===== config.mk =====
export PLATFORM = sky130hd
export DESIGN_NAME = timer_apb_regs_flat
export DESIGN_NICKNAME = d
export VERILOG_FILES = /design/src/rtl/reg_def.sv /design/src/rtl/timer_apb_regs_pkg.sv /design/src/rtl/timer_apb_regs_if.sv /design/src/rtl/apb_slave_if.sv /design/src/rtl/timer_apb_regs.sv /design/src/flat_wrapper.sv
export SDC_FILE = /design/constraint.sdc
export NUM_CORES = 1
export LEC_CHECK = 0
export BUFFER_PORTS_ARGS = -buffer_cell sky130_fd_sc_hd__buf_2
export CORE_MARGIN = 2
export CORE_UTILIZATION = 48
export DETAILED_ROUTE_END_ITERATION = 12
export GPL_TIMING_DRIVEN = 0
export HOLD_SLACK_MARGIN = 0.08
export PLACE_DENSITY = 0.89
export SYNTH_ARGS = -nofsm -noshare
export SYNTH_HDL_FRONTEND = slang
export SYNTH_SLANG_ARGS = --single-unit

===== constraint.sdc =====
create_clock -name PCLK -period 4.3 [get_ports PCLK]
set_input_delay 0.215 -clock PCLK [delete_from_list [all_inputs] [get_ports PCLK]]
set_output_delay 0.215 -clock PCLK [all_outputs]
set_load 0.05 [all_outputs]

===== src/rtl/reg_def.sv =====
// Shared register map, bit positions and FSM encoding for the 8-bit timer.
// Latency: n/a (constants only).
// Backpressure: n/a.
package reg_def;

  // Data path width of the timer and its registers.
  localparam int DATA_WIDTH = 8;

  // Byte addresses; only PADDR[1:0] selects a register.
  localparam logic [1:0] TDR_ADDR  = 2'd0;
  localparam logic [1:0] TCR_ADDR  = 2'd1;
  localparam logic [1:0] TSR_ADDR  = 2'd2;
  localparam logic [1:0] TCNT_ADDR = 2'd3;

  // TCR field positions.
  localparam int TCR_LOAD_BIT   = 7;
  localparam int TCR_UPDOWN_BIT = 5;
  localparam int TCR_EN_BIT     = 4;
  localparam int TCR_CKS_MSB    = 1;
  localparam int TCR_CKS_LSB    = 0;

  // TSR flag positions.
  localparam int TMR_OVF_BIT = 0;
  localparam int TMR_UDF_BIT = 1;

  // APB slave FSM encoding. SETUP is only ever a decoded phase, never stored.
  localparam logic [1:0] ST_IDLE   = 2'd0;
  localparam logic [1:0] ST_SETUP  = 2'd1;
  localparam logic [1:0] ST_ACCESS = 2'd2;

endpackage


===== src/rtl/timer_apb_regs_pkg.sv =====
// Typed views of the timer control/status registers and byte pack/unpack helpers.
// Latency: n/a (types and pure functions).
// Backpressure: n/a.
package timer_apb_regs_pkg;
  import reg_def::*;

  // Implemented TCR fields; reserved bits are simply not stored.
  typedef struct packed {
    logic       load;
    logic       updown;
    logic       en;
    logic [1:0] cks;
  } tcr_t;

  // Sticky status flags.
  typedef struct packed {
    logic udf;
    logic ovf;
  } tsr_t;

  // Place TCR fields at their architected bit positions, reserved bits read 0.
  function automatic logic [DATA_WIDTH-1:0] tcr_to_byte(input tcr_t t);
    logic [DATA_WIDTH-1:0] b;
    b = '0;
    b[TCR_LOAD_BIT]                = t.load;
    b[TCR_UPDOWN_BIT]              = t.updown;
    b[TCR_EN_BIT]                  = t.en;
    b[TCR_CKS_MSB:TCR_CKS_LSB]     = t.cks;
    return b;
  endfunction

  // Pull the implemented TCR fields out of a written byte; reserved bits dropped.
  function automatic tcr_t byte_to_tcr(input logic [DATA_WIDTH-1:0] b);
    tcr_t t;
    t.load   = b[TCR_LOAD_BIT];
    t.updown = b[TCR_UPDOWN_BIT];
    t.en     = b[TCR_EN_BIT];
    t.cks    = b[TCR_CKS_MSB:TCR_CKS_LSB];
    return t;
  endfunction

  // Place TSR flags at their bit positions, everything else reads 0.
  function automatic logic [DATA_WIDTH-1:0] tsr_to_byte(input tsr_t s);
    logic [DATA_WIDTH-1:0] b;
    b = '0;
    b[TMR_OVF_BIT] = s.ovf;
    b[TMR_UDF_BIT] = s.udf;
    return b;
  endfunction

endpackage


===== src/rtl/timer_apb_regs_if.sv =====
// APB bus bundle between the APB master and the timer register slave.
// Latency: n/a (wiring only).
// Backpressure: slave stalls the master with PREADY low.
interface timer_apb_regs_if
  import reg_def::*;
#(
  parameter int ADDR_WIDTH = 8
);
  logic                  PSEL;
  logic                  PENABLE;
  logic                  PWRITE;
  logic [ADDR_WIDTH-1:0] PADDR;
  logic [DATA_WIDTH-1:0] PWDATA;
  logic [DATA_WIDTH-1:0] PRDATA;
  logic                  PREADY;
  logic                  PSLVERR;

  modport master (
    output PSEL, PENABLE, PWRITE, PADDR, PWDATA,
    input  PRDATA, PREADY, PSLVERR
  );

  modport slave (
    input  PSEL, PENABLE, PWRITE, PADDR, PWDATA,
    output PRDATA, PREADY, PSLVERR
  );

endinterface


===== src/rtl/apb_slave_if.sv =====
// APB slave protocol engine: phase tracking, wait states, PREADY/PSLVERR and access strobes.
// Latency: 2 + WAIT_STATES cycles per transfer (setup, then access until the wait count hits 0).
// Backpressure: holds PREADY low for WAIT_STATES access cycles; PSEL drop before PREADY aborts.
module apb_slave_if
  import reg_def::*;
#(
  parameter int ADDR_WIDTH  = 8,
  parameter int WAIT_STATES = 0
) (
  input  logic                  PCLK,
  input  logic                  PRESETn,
  input  logic                  psel_i,
  input  logic                  penable_i,
  input  logic                  pwrite_i,
  input  logic [ADDR_WIDTH-1:0] paddr_i,
  output logic                  pready_o,
  output logic                  err_o,
  output logic                  wr_en_o,
  output logic                  rd_en_o,
  output logic [1:0]            addr_o
);

  logic [1:0] state_q;
  logic [1:0] state_d;
  logic [1:0] cur_state;
  logic [2:0] wcnt_q;
  logic [2:0] wcnt_d;
  logic       addr_bad;
  logic       wr_ro;
  logic       bad_access;
  logic       complete;

  // Any upper address bit set means the access falls outside the four-register map.
  assign addr_bad   = |paddr_i[ADDR_WIDTH-1:2];
  // TCNT is a live counter mirror and cannot be written.
  assign wr_ro      = pwrite_i && (paddr_i[1:0] == TCNT_ADDR);
  assign bad_access = addr_bad | wr_ro;

  // The setup phase is the cycle in which an idle slave first sees PSEL without PENABLE;
  // decoding it combinationally lets back-to-back transfers follow completion directly.
  assign cur_state = ((state_q == ST_IDLE) && psel_i && !penable_i) ? ST_SETUP : state_q;

  assign complete = (cur_state == ST_ACCESS) && psel_i && penable_i && (wcnt_q == 3'd0);

  assign pready_o = complete;
  assign err_o    = complete & bad_access;
  assign wr_en_o  = complete & pwrite_i & ~bad_access;
  assign rd_en_o  = complete & ~pwrite_i & ~bad_access;
  assign addr_o   = paddr_i[1:0];

  // Next-state and wait-count logic for the IDLE/SETUP/ACCESS sequence.
  always_comb begin
    state_d = state_q;
    wcnt_d  = wcnt_q;
    case (cur_state)
      ST_SETUP: begin
        state_d = ST_ACCESS;
        wcnt_d  = 3'(WAIT_STATES);
      end
      ST_ACCESS: begin
        if (!psel_i) begin
          state_d = ST_IDLE;
        end else if (wcnt_q != 3'd0) begin
          wcnt_d = wcnt_q - 3'd1;
        end else if (penable_i) begin
          state_d = ST_IDLE;
        end
      end
      default: begin
        state_d = ST_IDLE;
      end
    endcase
  end

  // State and wait counter registers.
  always_ff @(posedge PCLK or negedge PRESETn) begin
    if (!PRESETn) begin
      state_q <= ST_IDLE;
      wcnt_q  <= 3'd0;
    end else begin
      state_q <= state_d;
      wcnt_q  <= wcnt_d;
    end
  end

endmodule


===== src/rtl/timer_apb_regs.sv =====
// APB register file for the 8-bit timer: TDR, TCR, sticky W1C TSR and read-only TCNT mirror.
// Latency: writes visible on control outputs the cycle after the completing APB cycle; reads return in the completing cycle.
// Backpressure: PREADY held low for WAIT_STATES access cycles by the protocol engine.
module timer_apb_regs
  import reg_def::*;
  import timer_apb_regs_pkg::*;
#(
  parameter int ADDR_WIDTH  = 8,
  parameter int WAIT_STATES = 0
) (
  input  logic                  PCLK,
  input  logic                  PRESETn,
  timer_apb_regs_if.slave       apb,
  input  logic [DATA_WIDTH-1:0] tcnt_i,
  input  logic                  ovf_set_i,
  input  logic                  udf_set_i,
  output logic [DATA_WIDTH-1:0] tdr_o,
  output logic                  load_o,
  output logic                  updown_o,
  output logic                  en_o,
  output logic [1:0]            cks_o,
  output logic                  ovf_o,
  output logic                  udf_o
);

  logic                  wr_en;
  logic                  rd_en;
  logic                  err;
  logic                  pready;
  logic [1:0]            addr;
  logic [DATA_WIDTH-1:0] tdr_q;
  logic [DATA_WIDTH-1:0] tdr_d;
  tcr_t                  tcr_q;
  tcr_t                  tcr_d;
  tsr_t                  tsr_q;
  tsr_t                  tsr_d;
  logic [DATA_WIDTH-1:0] rdata;

  apb_slave_if #(
    .ADDR_WIDTH  (ADDR_WIDTH),
    .WAIT_STATES (WAIT_STATES)
  ) u_apb (
    .PCLK      (PCLK),
    .PRESETn   (PRESETn),
    .psel_i    (apb.PSEL),
    .penable_i (apb.PENABLE),
    .pwrite_i  (apb.PWRITE),
    .paddr_i   (apb.PADDR),
    .pready_o  (pready),
    .err_o     (err),
    .wr_en_o   (wr_en),
    .rd_en_o   (rd_en),
    .addr_o    (addr)
  );

  // Register updates from committed writes plus counter events; a same-cycle
  // event overrides a W1C clear because the set is applied last.
  always_comb begin
    tdr_d = tdr_q;
    tcr_d = tcr_q;
    tsr_d = tsr_q;
    if (wr_en) begin
      case (addr)
        TDR_ADDR: tdr_d = apb.PWDATA;
        TCR_ADDR: tcr_d = byte_to_tcr(apb.PWDATA);
        TSR_ADDR: begin
          if (apb.PWDATA[TMR_OVF_BIT]) tsr_d.ovf = 1'b0;
          if (apb.PWDATA[TMR_UDF_BIT]) tsr_d.udf = 1'b0;
        end
        default: ;
      endcase
    end
    if (ovf_set_i) tsr_d.ovf = 1'b1;
    if (udf_set_i) tsr_d.udf = 1'b1;
  end

  // Register state; everything clears on reset.
  always_ff @(posedge PCLK or negedge PRESETn) begin
    if (!PRESETn) begin
      tdr_q <= '0;
      tcr_q <= '0;
      tsr_q <= '0;
    end else begin
      tdr_q <= tdr_d;
      tcr_q <= tcr_d;
      tsr_q <= tsr_d;
    end
  end

  // Read mux: data only in the completing cycle of a good read, zero otherwise.
  always_comb begin
    rdata = '0;
    if (rd_en) begin
      case (addr)
        TDR_ADDR:  rdata = tdr_q;
        TCR_ADDR:  rdata = tcr_to_byte(tcr_q);
        TSR_ADDR:  rdata = tsr_to_byte(tsr_q);
        TCNT_ADDR: rdata = tcnt_i;
        default:   rdata = '0;
      endcase
    end
  end

  assign apb.PRDATA  = rdata;
  assign apb.PREADY  = pready;
  assign apb.PSLVERR = err;

  assign tdr_o    = tdr_q;
  assign load_o   = tcr_q.load;
  assign updown_o = tcr_q.updown;
  assign en_o     = tcr_q.en;
  assign cks_o    = tcr_q.cks;
  assign ovf_o    = tsr_q.ovf;
  assign udf_o    = tsr_q.udf;

endmodule


===== src/flat_wrapper.sv =====
// flat-port wrapper written by rule: the top's interface ports become plain ports
module timer_apb_regs_flat import reg_def::*; import timer_apb_regs_pkg::*;
#(
  parameter int ADDR_WIDTH  = 8,
  parameter int WAIT_STATES = 0
)
  (PCLK, PRESETn, tcnt_i, ovf_set_i, udf_set_i, tdr_o, load_o, updown_o, en_o, cks_o, ovf_o, udf_o, apb_PSEL, apb_PENABLE, apb_PWRITE, apb_PADDR, apb_PWDATA, apb_PRDATA, apb_PREADY, apb_PSLVERR);
  timer_apb_regs_if #(.ADDR_WIDTH(ADDR_WIDTH)) apb_i ();
  input  logic PCLK;
  input  logic PRESETn;
  input  logic [DATA_WIDTH-1:0] tcnt_i;
  input  logic ovf_set_i;
  input  logic udf_set_i;
  output logic [DATA_WIDTH-1:0] tdr_o;
  output logic load_o;
  output logic updown_o;
  output logic en_o;
  output logic [1:0] cks_o;
  output logic ovf_o;
  output logic udf_o;
  input wire logic [$bits(apb_i.PSEL)-1:0] apb_PSEL;
  input wire logic [$bits(apb_i.PENABLE)-1:0] apb_PENABLE;
  input wire logic [$bits(apb_i.PWRITE)-1:0] apb_PWRITE;
  input wire logic [$bits(apb_i.PADDR)-1:0] apb_PADDR;
  input wire logic [$bits(apb_i.PWDATA)-1:0] apb_PWDATA;
  output wire logic [$bits(apb_i.PRDATA)-1:0] apb_PRDATA;
  output wire logic [$bits(apb_i.PREADY)-1:0] apb_PREADY;
  output wire logic [$bits(apb_i.PSLVERR)-1:0] apb_PSLVERR;
  assign apb_i.PSEL = apb_PSEL;
  assign apb_i.PENABLE = apb_PENABLE;
  assign apb_i.PWRITE = apb_PWRITE;
  assign apb_i.PADDR = apb_PADDR;
  assign apb_i.PWDATA = apb_PWDATA;
  assign apb_PRDATA = apb_i.PRDATA;
  assign apb_PREADY = apb_i.PREADY;
  assign apb_PSLVERR = apb_i.PSLVERR;
  timer_apb_regs #(.ADDR_WIDTH(ADDR_WIDTH), .WAIT_STATES(WAIT_STATES)) u_core (.PCLK(PCLK), .PRESETn(PRESETn), .apb(apb_i), .tcnt_i(tcnt_i), .ovf_set_i(ovf_set_i), .udf_set_i(udf_set_i), .tdr_o(tdr_o), .load_o(load_o), .updown_o(updown_o), .en_o(en_o), .cks_o(cks_o), .ovf_o(ovf_o), .udf_o(udf_o));
endmodule

==> metrics.txt, run 1 <==
die width=51.8 microns; number of global-route vias before repair=935; DR WL/cell=13.7 microns; largest net degree at the start of global routing=20; Final Hold Viols=0; Seq/Total Area, Yosys=0.433; P&R area growth vs syn=30.8%; drt drc=0; via count=990; total length of routed wires=2.58 mm; Inserted Diodes=0; clk root buf=clkbuf_4; P_leak=0.767 nW; WL met1=1.03 mm; detailed placement HPWL=2.03 mm; layout cells sized above 1=0.494; CTS tree=yes; gr usage total=0.194; Mapped Area=1100 sq um; gpl congestion=0.857; Initial Utilization=0.501; Vias/cell=5.27; Remaining Overflow, GRT=0; worst slew pin tran=707 ps; outcome=complete, no violations; Yosys cell types=30; syn_nets=135; CP Launch Type=flop; unrepaired setup endpoints after global routing=false; Clock Latency Late Sink=290 ps; CP max FO=8; clock sinks=19; # rows=17; Die H=51.8 microns; Layout Skew=0.659 ps; critical path required time=4090 ps; IO Count=56; CP arrival=2270 ps; CP Capture Type=output port; HP Class=input pin to flop; Fill cells=187; layout net count=194; initial antenna violation count=0; Max Cap Violations=0; Cells after Synth=102; Synth warnings=0; Pwr Density=215 nW/um^2; final antenna-violating net count=0; Tmin final=2480 ps; Worst VDD drop=209 uV; Post-CTS Setup Bufs=0; period utilization=0.578; Max Transition Viols Final=0; Buffers on Ports=53; DIE AREA=2680 sq um; Rel. slew slack=0.526; area of the core=2190 sq um; fmax=403 MHz; clock transition at the registers of the reported paths=100 ps; met3 wire length=160 microns; TritonCTS Buffers=3; mean post-synth cell area=10.8 sq um; R2R setup slack=2380 ps; Fin Setup TNS=0 ps; Max Used Layer=met4; met2 wire len=1.38 mm; CTS max path bufs=2; final core occ=0.655; Setup CP Type=flop to output port; DR pass1 iterations=4; DR iter-0 viols=15; H-Tree Level Count=1; Yosys reg bits=19; final setup vio count=0; global-route wire length before repair=3.89 mm
state kept, by name, indices dropped and copies added (netlist names):
signal                flops
u_core.en_o               1
u_core.ovf_o              1
u_core.udf_o              1
u_core.cks_o              2
u_core.u_apb.wcnt_q       3
u_core.updown_o           1
u_core.u_apb.state_q      1
u_core.load_o             1
u_core.tdr_o              8
cells by family (layout without fill, tap and decap cells):
| logic type | after synthesis | in the layout | synth area share |
|---|---|---|---|
| compound gates | 17 | 17 | 0.0958 |
| fa+ha+maj | 2 | 2 | 0.0228 |
| buf+inv | 10 | 68 | 0.0422 |
| flops | 19 | 19 | 0.433 |
| mux | 18 | 18 | 0.219 |
| simple gates | 36 | 36 | 0.187 |
routing by layer:
| metal | up-vias | global-route usage |
|---|---|---|
| li1 | 482 | - |
| met1 | 471 | 0.221 |
| met2 | 35 | 0.361 |
| met3 | 2 | 0.0575 |
| met4 | 0 | 0.0351 |
| met5 | - | 0 |
report_power, final:
| group | leakage [nW] | switching (mW) | internal (mW) |
|---|---|---|---|
| registers | 0.254 | 0.00130 | 0.180 |
| logic | 0.496 | 0.0224 | 0.0181 |
| clock network | 0.0177 | 0.0524 | 0.0346 |
final timing paths:
kind                                        startpoint  depth (start not counted)                endpoint
worst max-delay path            u_core.u_apb.wcnt_q[0]                          7           apb_PRDATA[4]
worst min-delay path                     apb_PWDATA[2]                          2         u_core.tdr_o[2]
worst max register to register  u_core.u_apb.wcnt_q[2]                          4         u_core.tdr_o[6]
worst min register to register  u_core.u_apb.wcnt_q[0]                          1  u_core.u_apb.wcnt_q[0]
max in group asynchronous                      PRESETn                          2           u_core.load_o
min in group asynchronous                      PRESETn                          2  u_core.u_apb.wcnt_q[2]
layout by cell type (no fill, tap or decap), types with 2 or more instances in the layout:
cell type,count
a22oi_1,3
nand2_1,2
mux2i_1,3
nor2_1,14
dfrtp_1,19
nor2b_1,4
nand2b_1,2
o21ai_0,3
a21oi_1,7
inv_1,5
buf_2,54
mux2_2,8
mux4_2,2
clkbuf_1,3
nor4bb_1,2
clkbuf_4,3
nand3_1,3
mux2_4,5
a22o_1,3
ha_1,2
Yosys cell counts (all sizes together):
cell | n | area (sq um)
nand2b | 2 | 12.5
mux2 | 13 | 165
nand3 | 3 | 15.0
nand4 | 1 | 6.26
clkbuf | 3 | 11.3
dfrtp | 19 | 475
ha | 2 | 25.0
nor4bb | 2 | 20.0
a22oi | 3 | 22.5
and2 | 1 | 6.26
nor2 | 14 | 52.6
o21ai | 3 | 15.0
nor2b | 4 | 25.0
buf | 2 | 16.3
nand2 | 3 | 13.8
or3 | 1 | 7.51
a21oi | 7 | 35.0
o22ai | 1 | 6.26
nor4 | 1 | 12.5
or4 | 1 | 11.3
a22o | 3 | 26.3
nor3 | 2 | 15.0
mux2i | 3 | 30.0
nand3b | 1 | 7.51
mux4 | 2 | 45.0
inv | 5 | 18.8
layout make-up:
type	instances	area [sq um]	share of cell area
flip-flops and latches	19	475	0.331
inverters	5	18.8	0.0131
multi-input cells	73	576	0.401
plain buffers	5	27.5	0.0192
well taps	28	35.0	0.0244
clock inverters	1	5.00	0.00349
clock buffers	3	22.5	0.0157
repair buffers	54	275	0.192
per-stage QoR:
step / cells / worst slack [ps] / hold WS, ps / area [sq um] / power, mW
finish: 188 / 1820 / 145 / 1440 / 0.308
global route: 188 / 1650 / 135 / 1440 / 0.325
CTS: 188 / 1820 / 135 / 1440 / 0.313
detailed placement: 183 / 2160 / 178 / 1400 / 0.224
global placement: 183 / 2210 / 170 / 1400 / 0.223
floorplan: 102 / 1990 / -80.6 / 1100 / 0.202
critical path, cell delays in order, from the launching register on:
cell      delay [ps]
dfrtp_1          390
inv_1            110
ha_1             240
nand4_1          150
or3_2            430
clkbuf_1         220
nor2_1           170
buf_2            280
timing repair:
action | in CTS | in global routing
endpoints found under the hold margin | 19 | 0
hold buffers | 1 | 0
gates resized for setup | 0 | 0
Note: power is estimated with default switching activity, not from simulation.
==> inputs of run 2 (changes only) <==
- CORE_UTILIZATION: 48 -> 40
- PLACE_DENSITY: 0.89 -> 0.8
- clock period: 4.3 -> 2.15 ns (I/O delays scaled with it)
==> run 2 against run 1 <==
  * Die area rose by 18%
  * Sequential cell count did not move
  * Combinational power rose by 140%
  * Clock skew rose by 5.3 ps
  * Power rose by 110%
  * Critical path depth fell by 1
  * Clock power rose by 110%
==> metrics.txt, run 2 (synthesized netlist as in run 1, its figures left out) <==
cells on worst reg2reg path=4 (unchanged); Clock Latency Late Sink=300 ps (was 290 ps); Max Transition Viols Final=0 (unchanged); outcome=complete, no violations (unchanged); Pint=0.480 mW (was 0.232 mW); DR iter-0 viols=24 (was 15); final antenna-violating net count=0 (unchanged); Comb power frac=0.151 (was 0.131); minimum hold slack=94.7 ps (was 145 ps); Rel. slew slack=0.557 (was 0.526); CP max FO=8 (unchanged); largest net degree at the start of global routing=20 (unchanged); Register Area=475 sq um (unchanged); period utilization=0.958; Tmin final=2060 ps; setup ws final=90.0 ps (was 1820 ps); Inserted Diodes=0 (unchanged); via count=1,061 (was 990); max reg flops=8 (unchanged); Fin Setup TNS=0 ps (unchanged); Cell Count, Final, Fillers Out=199 (was 188); clk root buf=clkbuf_4 (unchanged); final setup vio count=0 (unchanged); total length of routed wires=2.94 mm (was 2.58 mm); Vias/cell=5.33 (was 5.27); initial antenna violation count=0 (unchanged); Max Used Layer=met4 (unchanged); Buffers on Ports=53 (unchanged); IO Count=56 (unchanged); Setup CP Type=flop to output port (unchanged); unrepaired setup endpoints after global routing=false (unchanged); layout net count=203 (was 194); DR pass1 iterations=4 (unchanged); area of the core=2540 sq um (was 2190 sq um); Max Cap Violations=0 (unchanged); P&R area growth vs syn=47.2% (was 30.8%); Final Hold Viols=0 (unchanged); Pwr Density=397 nW/um^2 (was 215 nW/um^2); CTS max path bufs=2 (unchanged); sequential power share=0.564 (was 0.586); Setup WS pre-CTS=55.5 ps (was 2160 ps); overall power=0.642 mW (was 0.308 mW); commonest non-fill, non-tap cell in the layout=buf_2 (unchanged); detailed placement HPWL=2.15 mm (was 2.03 mm); clock transition at the registers of the reported paths=100 ps (about the same); CTS tree=yes (unchanged); most frequent cells in the layout=46 x buf_2, 19 x dfrtp_1, 11 x dlygate4sd3_1 (was 54 x buf_2, 19 x dfrtp_1, 14 x nor2_1); DIE AREA=3180 sq um (was 2680 sq um); H-Tree Level Count=1 (unchanged); Initial Utilization=0.431 (was 0.501); sw power=0.162 mW (was 0.0761 mW); CP Capture Type=output port (unchanged); CP arrival=1950 ps (was 2270 ps); met3 wire length=121 microns (was 160 microns); number of global-route vias before repair=1,106 (was 935); met2 wire len=1.60 mm (was 1.38 mm); sw frac=0.252 (was 0.247); Fill cells=219 (was 187); CP Launch Type=flop (unchanged); critical path required time=2040 ps (was 4090 ps); clock sinks=19 (unchanged); worst slew pin tran=661 ps (was 707 ps); DR WL/cell=14.8 microns (was 13.7 microns); layout cells sized above 1=0.527 (was 0.494); die width=56.4 microns (was 51.8 microns); P_leak=0.814 nW (was 0.767 nW); final core occ=0.635 (was 0.655); cell area after layout=1620 sq um (was 1440 sq um); Cells after DPL=185 (was 183); # rows=18 (was 17); Layout Skew=5.96 ps (was 0.659 ps); fmax=485 MHz; hold path cells=2 (unchanged); drt drc=0 (unchanged); Worst VDD drop=362 uV (was 209 uV); Die H=56.4 microns (was 51.8 microns); TritonCTS Buffers=3 (unchanged); multi-input logic area=612 sq um (was 576 sq um); gpl congestion=0.880 (was 0.857); HP Class=input pin to flop (unchanged); global-route wire length before repair=4.98 mm (was 3.89 mm); Remaining Overflow, GRT=0 (unchanged); Clk pwr share=0.285 (was 0.282); Post-DP Area=1400 sq um (about the same); WL met1=1.15 mm (was 1.03 mm); gr usage total=0.199 (was 0.194); Post-CTS Setup Bufs=0 (unchanged)
run 2: per-layer routing:
layer / vias to the layer above / track usage
met5: - / 0
met4: 0 / 0.0646
met3: 8 / 0.0438
met2: 36 / 0.360
met1: 511 / 0.232
li1: 506 / -
run 2: worst paths after layout:
kind	start	end	slack [ps]
setup / recovery	u_core.u_apb.wcnt_q[0]	apb_PRDATA[5]	90
min in group asynchronous	PRESETn	u_core.cks_o[0]	260
max in group asynchronous	PRESETn	u_core.u_apb.wcnt_q[0]	1580
hold / removal	apb_PSEL	u_core.u_apb.state_q[1]	90
setup reg to reg	u_core.u_apb.wcnt_q[2]	u_core.tdr_o[2]	300
hold reg to reg	u_core.u_apb.wcnt_q[1]	u_core.u_apb.wcnt_q[1]	540
run 2: timing repair:
item | 4_1_cts | 5_1_grt
resized for setup | 9 | 19
setup endpoints to repair | 8 | 8
hold endpoints to repair | 34 | 0
hold buffers | 11 | 0
pin swaps | 0 | 1
run 2: final cells by class:
| cell class | count | share of cell area |
|---|---|---|
| flip-flops and latches | 19 | 0.294 |
| plain buffers | 4 | 0.0147 |
| repair buffers | 64 | 0.261 |
| clock buffers | 4 | 0.0163 |
| inverters | 5 | 0.0116 |
| well taps | 30 | 0.0232 |
| multi-input cells | 73 | 0.379 |
run 2: power by group through the flow:
stage	Clock [mW]	Combinational, mW	Sequential [mW]
6_report	0.183	0.0968	0.362
5_1_grt	0.202	0.106	0.362
4_1_cts	0.188	0.0957	0.362
3_5_place_dp	0	0.0798	0.369
3_3_place_gp	0	0.0772	0.368
2_1_floorplan	0	0.0324	0.372
run 2: worst max-delay path, stage by stage, from the launching register on:
cell     delay (ps)
dfrtp_1         400
inv_2           100
ha_4            160
nand4_1         150
or3_4           510
nor2_1          130
buf_4           200
==> inputs of run 3 (changes only) <==
--- a/config.mk
+++ b/config.mk
@@ -11,5 +11,4 @@
 export DETAILED_ROUTE_END_ITERATION = 12
 export GPL_TIMING_DRIVEN = 0
-export HOLD_SLACK_MARGIN = 0.08
 export PLACE_DENSITY = 0.8
 export SYNTH_ARGS = -nofsm -noshare
==> constraint.sdc (replaced) <==
create_clock -name PCLK -period 2.15 [get_ports PCLK]
set_input_delay 0.215 -clock PCLK [delete_from_list [all_inputs] [get_ports PCLK]]
set_output_delay 0.215 -clock PCLK [all_outputs]
set_load 0.1 [all_outputs]
==> run 3 against run 2 <==
  * Sequential share of layout area shrank 1.0 points
  * Hold slack gained 47 ps
  * Utilization grew 2.3 points
  * Sequential cell count is the same
  * Die area is the same
  * Non-clock buffer count shrank 5
  * Critical endpoint unchanged
  * Clock power is essentially flat
  * Maximum frequency shrank 2.4%
  * Power shrank 0.13%
==> metrics.txt, run 3 (synthesized netlist as in run 1, its figures left out) <==
Final Hold Viols=0 (unchanged); initial antenna violation count=0 (unchanged); cell area after layout=1670 sq um (was 1620 sq um); die width=56.4 microns (unchanged); Max Transition Viols Final=0 (unchanged); final setup vio count=0 (unchanged); Buffers on Ports=53 (unchanged); via count=1,050 (was 1,061); CP max FO=8 (unchanged); clock sinks=19 (unchanged); slowest stage delay, CP=480 ps (was 510 ps); detailed placement HPWL=2.21 mm (was 2.15 mm); largest net degree at the start of global routing=20 (unchanged); Cells after DPL=185 (unchanged); fmax=474 MHz (was 485 MHz); P_leak=0.815 nW (was 0.814 nW); setup ws final=38.7 ps (was 90.0 ps); Tmin final=2110 ps (was 2060 ps); most frequent cells in the layout=45 x buf_2, 19 x dfrtp_1, 8 x mux2_2, 8 x buf_12 (was 46 x buf_2, 19 x dfrtp_1, 11 x dlygate4sd3_1); H-Tree Level Count=1 (unchanged); worst-path cell chain=inv_2, ha_4, nand4_1, or3_4, nor2_4, buf_12 (was inv_2, ha_4, nand4_1, or3_4, nor2_1, buf_4); Pwr Density=383 nW/um^2 (was 397 nW/um^2); slowest cell on the critical path=or3_4 (unchanged); Vias/cell=5.41 (was 5.33); P&R area growth vs syn=52.6% (was 47.2%); worst slew pin tran=695 ps (was 661 ps); Remaining Overflow, GRT=0 (unchanged); IO Count=56 (unchanged); Post-DP Area=1480 sq um (was 1400 sq um); drt drc=0 (unchanged); met1 usage=0.242 (was 0.232); gr usage total=0.200 (was 0.199); Max Cap Violations=0 (unchanged); Layout Skew=3.27 ps (was 5.96 ps); final antenna-violating net count=0 (unchanged); DR iter-0 viols=49 (was 24); Buf+Inv Stages, Crit Path=2 (unchanged); met3 usage=0.0276 (was 0.0438); critical path required time=1930 ps (was 2040 ps); DR pass1 iterations=4 (unchanged); gpl congestion=0.819 (was 0.880); met2 Resource Use GR=0.366 (was 0.360); Rel. slew slack=0.534 (was 0.557); critical path's top delay family=simple AND/OR/NAND/NOR gates (unchanged); layout net count=198 (was 203); max reg flops=8 (unchanged); DIE AREA=3180 sq um (unchanged); Fill cells=193 (was 219); global-route wire length before repair=5.01 mm (was 4.98 mm); CP Capture Type=output port (unchanged); Die H=56.4 microns (unchanged); Initial Utilization=0.431 (unchanged); CP arrival=1900 ps (was 1950 ps); unrepaired setup endpoints after global routing=true (was false); outcome=complete, no violations (unchanged); CP Launch Type=flop (unchanged); Cell Count, Final, Fillers Out=194 (was 199); layout cells sized above 1=0.585 (was 0.527); Setup WS pre-CTS=-155 ps (was 55.5 ps); area of the core=2540 sq um (unchanged); commonest non-fill, non-tap cell in the layout=buf_2 (unchanged); Inserted Diodes=0 (unchanged); HP Class=input pin to flop (unchanged); CTS max path bufs=2 (unchanged); gr busiest metal=met2 (unchanged); Clock Latency Late Sink=300 ps (about the same); DR WL/cell=15.4 microns (was 14.8 microns); Worst VDD drop=265 uV (was 362 uV); period utilization=0.982 (was 0.958); total length of routed wires=3.00 mm (was 2.94 mm); # rows=18 (unchanged); clk root buf=clkbuf_4 (unchanged); number of global-route vias before repair=1,124 (was 1,106); CTS tree=yes (unchanged); TritonCTS Buffers=3 (unchanged); Setup CP Type=flop to output port (unchanged); clock transition at the registers of the reported paths=110 ps (was 100 ps)
==> run 3: path summary, 6_finish.rpt <==
path / from / to / slack [ps] / cells past startpoint
worst max-delay path: u_core.u_apb.wcnt_q[1] / apb_PRDATA[5] / 40 / 6
worst min-delay path: apb_PWDATA[2] / u_core.tdr_o[2] / 140 / 2
worst max register to register: u_core.u_apb.wcnt_q[2] / u_core.tdr_o[6] / 260 / 4
worst min register to register: u_core.u_apb.wcnt_q[0] / u_core.u_apb.wcnt_q[0] / 540 / 1
max in group asynchronous: PRESETn / u_core.udf_o / 1460 / 2
min in group asynchronous: PRESETn / u_core.en_o / 380 / 2
==> run 3: area by class of cell <==
class	count	area (sq um)	share of cell area
inverter	5	18.8	0.0112
tap	30	37.5	0.0224
multi-input combinational	73	657	0.392
timing repair buffer	59	435	0.260
sequential	19	475	0.284
buffer	4	23.8	0.0142
clock buffer	4	26.3	0.0157
==> run 3: timing repair <==
action | 4_1_cts | 5_1_grt
buffers inserted | 1 | 4
pin swaps | 2 | 2
setup endpoints to repair | 8 | 8
endpoints found under the hold margin | 19 | 0
hold buffers | 1 | 0
gates resized for setup | 38 | 1
==> run 3: report_power, final <==
group / internal, mW / leakage (nW) / total [mW] / switching (mW)
clock: 0.0724 / 0.0150 / 0.182 / 0.110
sequential: 0.359 / 0.254 / 0.362 / 0.00270
combinational: 0.0391 / 0.546 / 0.0970 / 0.0578
total: 0.471 / 0.815 / 0.641 / 0.170
==> run 3: stage by stage <==
stage | hold slack, ps | utilization | TNS [ps] | power [mW]
floorplan | -80.6 | - | 0 | 0.416
global placement | 169 | 0.580 | -608 | 0.458
detailed placement | 179 | 0.580 | -1190 | 0.462
CTS | 140 | 0.655 | 0 | 0.647
global route | 142 | 0.658 | -341 | 0.676
finish | 142 | 0.658 | 0 | 0.641
==> run 3: layer usage <==
metal / vias up / part of all wire
li1: 487 / -
met1: 509 / 0.40
met2: 51 / 0.53
met3: 3 / 0.062
met4: 0 / 0.0063
met5: - / 0
==> run 3: worst register-to-register path: stages (launching register included) <==
cell     delay [ps]
dfrtp_1         440
nor2b_2         180
nand3_1         150
nor3_2          610
mux2_2          410
